===== src/rtl/pic_bus_sequencer.sv =====
// pic_bus_sequencer: CPU bus front-end for an 8259A-style PIC.
// Synchronises the CPU strobes and commits each completed write as one
// command word. Tracks the ICW1..ICW4 initialisation sequence, holds the
// programmed ICW/OCW registers and drives the read-back mux.
module pic_bus_sequencer #(
  parameter int DATA_WIDTH  = 8,
  parameter int SYNC_STAGES = 2
) (
  input  logic                  clk,
  input  logic                  rst_bar,
  input  logic                  CS_bar,
  input  logic                  RD_bar,
  input  logic                  WR_bar,
  input  logic                  A0,
  input  logic [DATA_WIDTH-1:0] data_bus_in,
  output logic [DATA_WIDTH-1:0] data_bus_out,
  output logic                  data_bus_oe,
  input  logic [DATA_WIDTH-1:0] irr_in,
  input  logic [DATA_WIDTH-1:0] isr_in,
  input  logic [7:0]            poll_word_in,
  output logic [6:0]            cw_strobe,
  output logic [7:0]            icw1_q,
  output logic [7:0]            icw2_q,
  output logic [DATA_WIDTH-1:0] icw3_q,
  output logic [7:0]            icw4_q,
  output logic [7:0]            ocw2_q,
  output logic [DATA_WIDTH-1:0] imr_q,
  output logic                  rd_sel_q,
  output logic                  smm_q,
  output logic                  poll_q,
  output logic                  init_done,
  output logic                  read_done
);

  localparam int MSB = SYNC_STAGES - 1;

  typedef enum logic [2:0] {
    IDLE,
    WAIT_ICW2,
    WAIT_ICW3,
    WAIT_ICW4,
    READY
  } state_t;

  state_t state_q, state_d;

  // Strobe pins idle high, so the synchronisers reset to all ones.
  logic [SYNC_STAGES-1:0] cs_sync_q, cs_sync_d;
  logic [SYNC_STAGES-1:0] rd_sync_q, rd_sync_d;
  logic [SYNC_STAGES-1:0] wr_sync_q, wr_sync_d;

  logic                  wr_act, rd_act, wr_fall, rd_fall;
  logic                  wr_act_q, wr_act_d, rd_act_q, rd_act_d;
  logic                  a0_cap_q, a0_cap_d;
  logic [DATA_WIDTH-1:0] data_cap_q, data_cap_d;
  logic [7:0]            cmd;

  logic [7:0]            icw1_d, icw2_d, icw4_d, ocw2_d;
  logic [DATA_WIDTH-1:0] icw3_d, imr_d;
  logic                  rd_sel_d, smm_d, poll_d;
  logic [6:0]            cw_strobe_q, cw_strobe_d;
  logic                  read_done_q, read_done_d;

  assign wr_act  = ~wr_sync_q[MSB] & ~cs_sync_q[MSB];
  assign rd_act  = ~rd_sync_q[MSB] & ~cs_sync_q[MSB];
  assign wr_fall = wr_act_q & ~wr_act;
  assign rd_fall = rd_act_q & ~rd_act;
  assign cmd     = data_cap_q[7:0];

  assign cw_strobe = cw_strobe_q;
  assign read_done = read_done_q;
  assign init_done = (state_q == READY);

  // Initialisation state register.
  always_ff @(posedge clk or negedge rst_bar) begin
    if (!rst_bar) state_q <= IDLE;
    else          state_q <= state_d;
  end

  // Synchronisers, write capture, commit decode and next-state logic.
  always_comb begin
    cs_sync_d   = {cs_sync_q[SYNC_STAGES-2:0], CS_bar};
    rd_sync_d   = {rd_sync_q[SYNC_STAGES-2:0], RD_bar};
    wr_sync_d   = {wr_sync_q[SYNC_STAGES-2:0], WR_bar};
    wr_act_d    = wr_act;
    rd_act_d    = rd_act;
    a0_cap_d    = wr_act ? A0 : a0_cap_q;
    data_cap_d  = wr_act ? data_bus_in : data_cap_q;
    state_d     = state_q;
    icw1_d      = icw1_q;
    icw2_d      = icw2_q;
    icw3_d      = icw3_q;
    icw4_d      = icw4_q;
    ocw2_d      = ocw2_q;
    imr_d       = imr_q;
    rd_sel_d    = rd_sel_q;
    smm_d       = smm_q;
    poll_d      = poll_q;
    cw_strobe_d = 7'd0;
    read_done_d = rd_fall;

    // The poll clear comes first so that an OCW3 poll set in the same
    // cycle overrides it.
    if (rd_fall) poll_d = 1'b0;

    if (wr_fall) begin
      if (!a0_cap_q && cmd[4]) begin
        icw1_d      = cmd;
        icw2_d      = 8'd0;
        icw3_d      = '0;
        icw4_d      = 8'd0;
        ocw2_d      = 8'd0;
        imr_d       = '0;
        rd_sel_d    = 1'b0;
        smm_d       = 1'b0;
        poll_d      = 1'b0;
        cw_strobe_d = 7'b000_0001;
        state_d     = WAIT_ICW2;
      end else begin
        case (state_q)
          WAIT_ICW2: if (a0_cap_q) begin
            icw2_d      = cmd;
            cw_strobe_d = 7'b000_0010;
            if (!icw1_q[1])     state_d = WAIT_ICW3;
            else if (icw1_q[0]) state_d = WAIT_ICW4;
            else                state_d = READY;
          end
          WAIT_ICW3: if (a0_cap_q) begin
            icw3_d      = data_cap_q;
            cw_strobe_d = 7'b000_0100;
            state_d     = icw1_q[0] ? WAIT_ICW4 : READY;
          end
          WAIT_ICW4: if (a0_cap_q) begin
            icw4_d      = cmd;
            cw_strobe_d = 7'b000_1000;
            state_d     = READY;
          end
          READY: begin
            if (a0_cap_q) begin
              imr_d       = data_cap_q;
              cw_strobe_d = 7'b001_0000;
            end else if (!cmd[3]) begin
              ocw2_d      = cmd;
              cw_strobe_d = 7'b010_0000;
            end else begin
              cw_strobe_d = 7'b100_0000;
              if (cmd[1]) rd_sel_d = cmd[0];
              if (cmd[6]) smm_d    = cmd[5];
              if (cmd[2]) poll_d   = 1'b1;
            end
          end
          default: ;
        endcase
      end
    end
  end

  // Datapath and command register flops.
  always_ff @(posedge clk or negedge rst_bar) begin
    if (!rst_bar) begin
      cs_sync_q   <= '1;
      rd_sync_q   <= '1;
      wr_sync_q   <= '1;
      wr_act_q    <= 1'b0;
      rd_act_q    <= 1'b0;
      a0_cap_q    <= 1'b0;
      data_cap_q  <= '0;
      icw1_q      <= 8'd0;
      icw2_q      <= 8'd0;
      icw3_q      <= '0;
      icw4_q      <= 8'd0;
      ocw2_q      <= 8'd0;
      imr_q       <= '1;
      rd_sel_q    <= 1'b0;
      smm_q       <= 1'b0;
      poll_q      <= 1'b0;
      cw_strobe_q <= 7'd0;
      read_done_q <= 1'b0;
    end else begin
      cs_sync_q   <= cs_sync_d;
      rd_sync_q   <= rd_sync_d;
      wr_sync_q   <= wr_sync_d;
      wr_act_q    <= wr_act_d;
      rd_act_q    <= rd_act_d;
      a0_cap_q    <= a0_cap_d;
      data_cap_q  <= data_cap_d;
      icw1_q      <= icw1_d;
      icw2_q      <= icw2_d;
      icw3_q      <= icw3_d;
      icw4_q      <= icw4_d;
      ocw2_q      <= ocw2_d;
      imr_q       <= imr_d;
      rd_sel_q    <= rd_sel_d;
      smm_q       <= smm_d;
      poll_q      <= poll_d;
      cw_strobe_q <= cw_strobe_d;
      read_done_q <= read_done_d;
    end
  end

  // Read-back path: enable straight from the pins, a write always wins.
  always_comb begin
    data_bus_oe  = ~RD_bar & ~CS_bar & WR_bar;
    data_bus_out = irr_in;
    if (poll_q) begin
      data_bus_out       = '0;
      data_bus_out[7:0]  = poll_word_in;
    end else if (A0) begin
      data_bus_out = imr_q;
    end else if (rd_sel_q) begin
      data_bus_out = isr_in;
    end
  end

endmodule


===== config.mk =====
export PLATFORM = sky130hd
export DESIGN_NAME = pic_bus_sequencer
export DESIGN_NICKNAME = d
export VERILOG_FILES = /design/src/rtl/pic_bus_sequencer.sv
export SDC_FILE = /design/constraint.sdc
export NUM_CORES = 1
export LEC_CHECK = 0
export CORE_MARGIN = 2
export CORE_UTILIZATION = 46
export DETAILED_ROUTE_END_ITERATION = 6
export MAX_ROUTING_LAYER = met4
export PLACE_DENSITY = 0.87
export SYNTH_ARGS = -nofsm -noshare
export SYNTH_HDL_FRONTEND = slang
export SYNTH_SLANG_ARGS = --single-unit

===== constraint.sdc =====
create_clock -name clk -period 2 [get_ports clk]
set_clock_uncertainty 0.05 [all_clocks]
set_input_delay 0.3 -clock clk [delete_from_list [all_inputs] [get_ports clk]]
set_output_delay 0.3 -clock clk [all_outputs]
set_load 0.05 [all_outputs]

==> impl_metrics.py <==
metrics = {
    "finish": {
        "postLayoutCellArea_um2": 4880,
        "nNetsFinal": 463,
        "layout_commonest_cell": "clkdlybuf4s50_1",
        "layout_common_cells": "clkdlybuf4s50_1, nand2_1, dfrtp_1",
        "area_growth_pct": 44.1,
        "drive_gt1_share_pct": 21.2,
        "diodes": 0,
        "stdcell_count": 529,
    },
    "logic_synthesis": {
        "synthesis.area_um2": 3390,
        "synthCells": 315,
        "synth.area.top_cells": "dfrtp_1, dfstp_2, nand2_1, a22o_1, o221ai_1",
        "seq_area_frac_synth_pct": 58.1,
        "yosys_warnings": 0,
        "synth_area_leader_cell": "dfrtp_1",
        "synth_seq_cells": 78,
        "syn-num-nets": 353,
        "ys.flop_type": "dfrtp_1",
        "synth_async_sr_flop_share_pct": 100,
        "synth-edff-count": 0,
        "postSynthAreaPerCell_um2": 10.8,
        "synthDistinctLibCells": 42,
        "yosysTopAreaCellShare_pct": 47.3,
    },
    "drt": {
        "wl_met1_um": 3920,
        "wl_met3_um": 609,
        "first_pass_iters": 4,
        "dr.max_layer_used": "met4",
        "drtIter0Drc": 153,
        "via_count": 2876,
        "finalWirelength_um": 9220,
        "route.detailed.drc": 0,
        "viasPerCell": 5.44,
        "routedWlPerCell_um": 17.4,
        "wl_met2_um": 4580,
        "ant_nets": 0,
    },
    "grt": {
        "antenna_found_initial": 0,
        "grt_max_degree": 39,
        "gr-usage-all-layers_pct": 23.8,
        "grt_pass1_wl_um": 14900,
        "grt_pass1_vias": 2923,
        "overflow": 0,
    },
    "placement": {
        "dpl.hpwl_um": 6620,
        "io_buffers": 105,
        "dpl_cell_area_um2": 4680,
        "dp_cells": 511,
        "place.gp.congestion": 0.907,
        "post-place-ws_ns": 0.197,
    },
    "floorplanning": {
        "chipHeight_um": 89.8,
        "die_w_um": 89.8,
        "start_util_pct": 47.2,
        "die_area_um2": 8070,
        "rows": 31,
        "pin_count": 107,
        "core-area_um2": 7180,
    },
    "worst_setup_path": {
        "crit_path_start": "rd_sel_q$_DFFE_PN0P_",
        "reg2reg_depth": 2,
        "reg2reg_to": "cmd[1]$_DFFE_PN0P_",
        "worst-endpoint-required_ns": 1.65,
        "crit_type": "reg -> out",
        "crit_path_start_kind": "flip-flop",
        "crit_arrival_ns": 1.66,
        "reg2reg_slack_ns": 0.21,
        "regToRegStartpoint": "cs_sync_q[1]$_DFF_PN1_",
        "end_kind": "output port",
        "worstPathMaxFanout": 10,
    },
    "run_status": {
        "status": "finished, violations left",
        "violations": "setup timing",
    },
    "clocking": {
        "root_buffer": "clkbuf_8",
        "cts_buffer_depth": 2,
        "htree_levels": 3,
        "clock_sinks": 78,
        "cts_buffers": 9,
        "clk_pin_slew_ns": 0.07,
        "clkLatencyLatePin_ns": 0.34,
        "tritoncts": "done",
    },
    "timing": {
        "layout_min_cycle_time_ns": 2.01,
        "rsz0062_at_grt": "yes",
        "hold_viol": 0,
        "postLayoutSetupSlackWorst_ns": -0.00580,
        "final.setup.tns_ns": -0.00580,
        "slew_headroom_pct": 29.7,
        "fmax_ghz": 0.499,
        "setup_viol": 1,
        "finalCritPeriodShare_pct": 100,
        "maxSlewViolCount": 0,
        "worst_pin_slew_ns": 1.05,
    },
    "power": {
        "p_per_area_nw_per_um2": 1400,
        "vdd_drop_max_mv": 1.01,
        "power_leakage_uw": 0.00221,
    },
    "worst_hold_path": {
        "hp-start": "wr_sync_q[0]$_DFF_PN1_",
        "hold_end": "wr_sync_q[1]$_DFF_PN1_",
        "hp-class": "reg -> reg",
        "min_path_cells": 0,
    },
    "flow_run": {
        "max_cap_violations": 0,
    },
}
## synth_stat cells (all sizes together) (3+ instances only)
cell and n:
a21oi 16, a22o 19, buf 15, clkbuf 6
dfrtp 64, dfstp 14, inv 6, mux2 8
mux2i 10, nand2 73, nand2b 3, nand3 4
nor2 14, nor2b 5, nor3 4, nor3b 3
o21ai 15, o221ai 14
## area by class of cell
class | instances | area (um^2)
multi-input combinational | 210 | 1310
clock inverter | 3 | 17.5
tap | 99 | 124
sequential | 78 | 1970
fill | 533 | 2290
clock buffer | 13 | 169
timing repair buffer | 120 | 1260
inverter | 6 | 22.5
## sequential cells by signal, indices dropped and copies added, names as in the netlist, 2 cells and up
| signal | count |
|---|---|
| cmd | 8 |
| icw1_q | 8 |
| icw2_q | 8 |
| icw3_q | 8 |
| icw4_q | 8 |
| imr_q | 8 |
| cw_strobe | 7 |
| ocw2_q | 7 |
| state_q | 3 |
| cs_sync_q | 2 |
| rd_sync_q | 2 |
| wr_sync_q | 2 |
## worst max path at each step
stage,endpoint,slack [ns],cells after the start
global route,data_bus_out[0],-0.09,5
CTS,data_bus_out[0],0.006,5
floorplan,data_bus_out[6],0.03,5
finish,data_bus_out[1],-0.006,6
global placement,data_bus_out[2],0.24,6
detailed placement,data_bus_out[3],0.20,6
## through the flow
step	power, uW	hold WS (ns)	util, %
2_1_floorplan	4470	-0.0456	-
3_3_place_gp	5650	0.233	65.2
3_5_place_dp	5740	0.241	65.2
4_1_cts	6840	0.309	67.9
5_1_grt	7100	0.316	68.0
6_report	6820	0.309	68.0
## metal layers
layer | GRT usage, % | vias up
met5 | - | -
met3 | 5.28 | 12
met1 | 30.0 | 1410
met4 | 6.41 | 0
met2 | 39.4 | 129
li1 | - | 1325
## report_power, final
| part | internal [uW] | leakage, uW | switching (uW) |
|---|---|---|---|
| clock | 549 | 0.0000954 | 548 |
| sequential | 2020 | 0.000961 | 461 |
| combinational | 1210 | 0.00116 | 2030 |
## timing repair
action	in CTS	in global routing
buffers inserted	0	1
gates resized for setup	1	0
hold buffers	1	0
setup endpoints to repair	8	5
pin swaps	0	0
hold endpoints to repair	34	0
## kinds of logic after synthesis
kind of cell	synth area share, %
and+or+nand+nor	15.9
buffers and inverters	3.99
DFF	58.1
other	0.111
muxes	5.61
AOI/OAI and AO/OA	16.2
## worst max-delay path, cell delays in order (launching register included)
cell and delay, ns:
dfrtp_2 0.53, buf_4 0.17, mux2i_1 0.17, nor2_1 0.06
a21oi_1 0.15, o21ai_2 0.09, buf_12 0.16
Note: power is estimated with default switching activity, not from simulation.
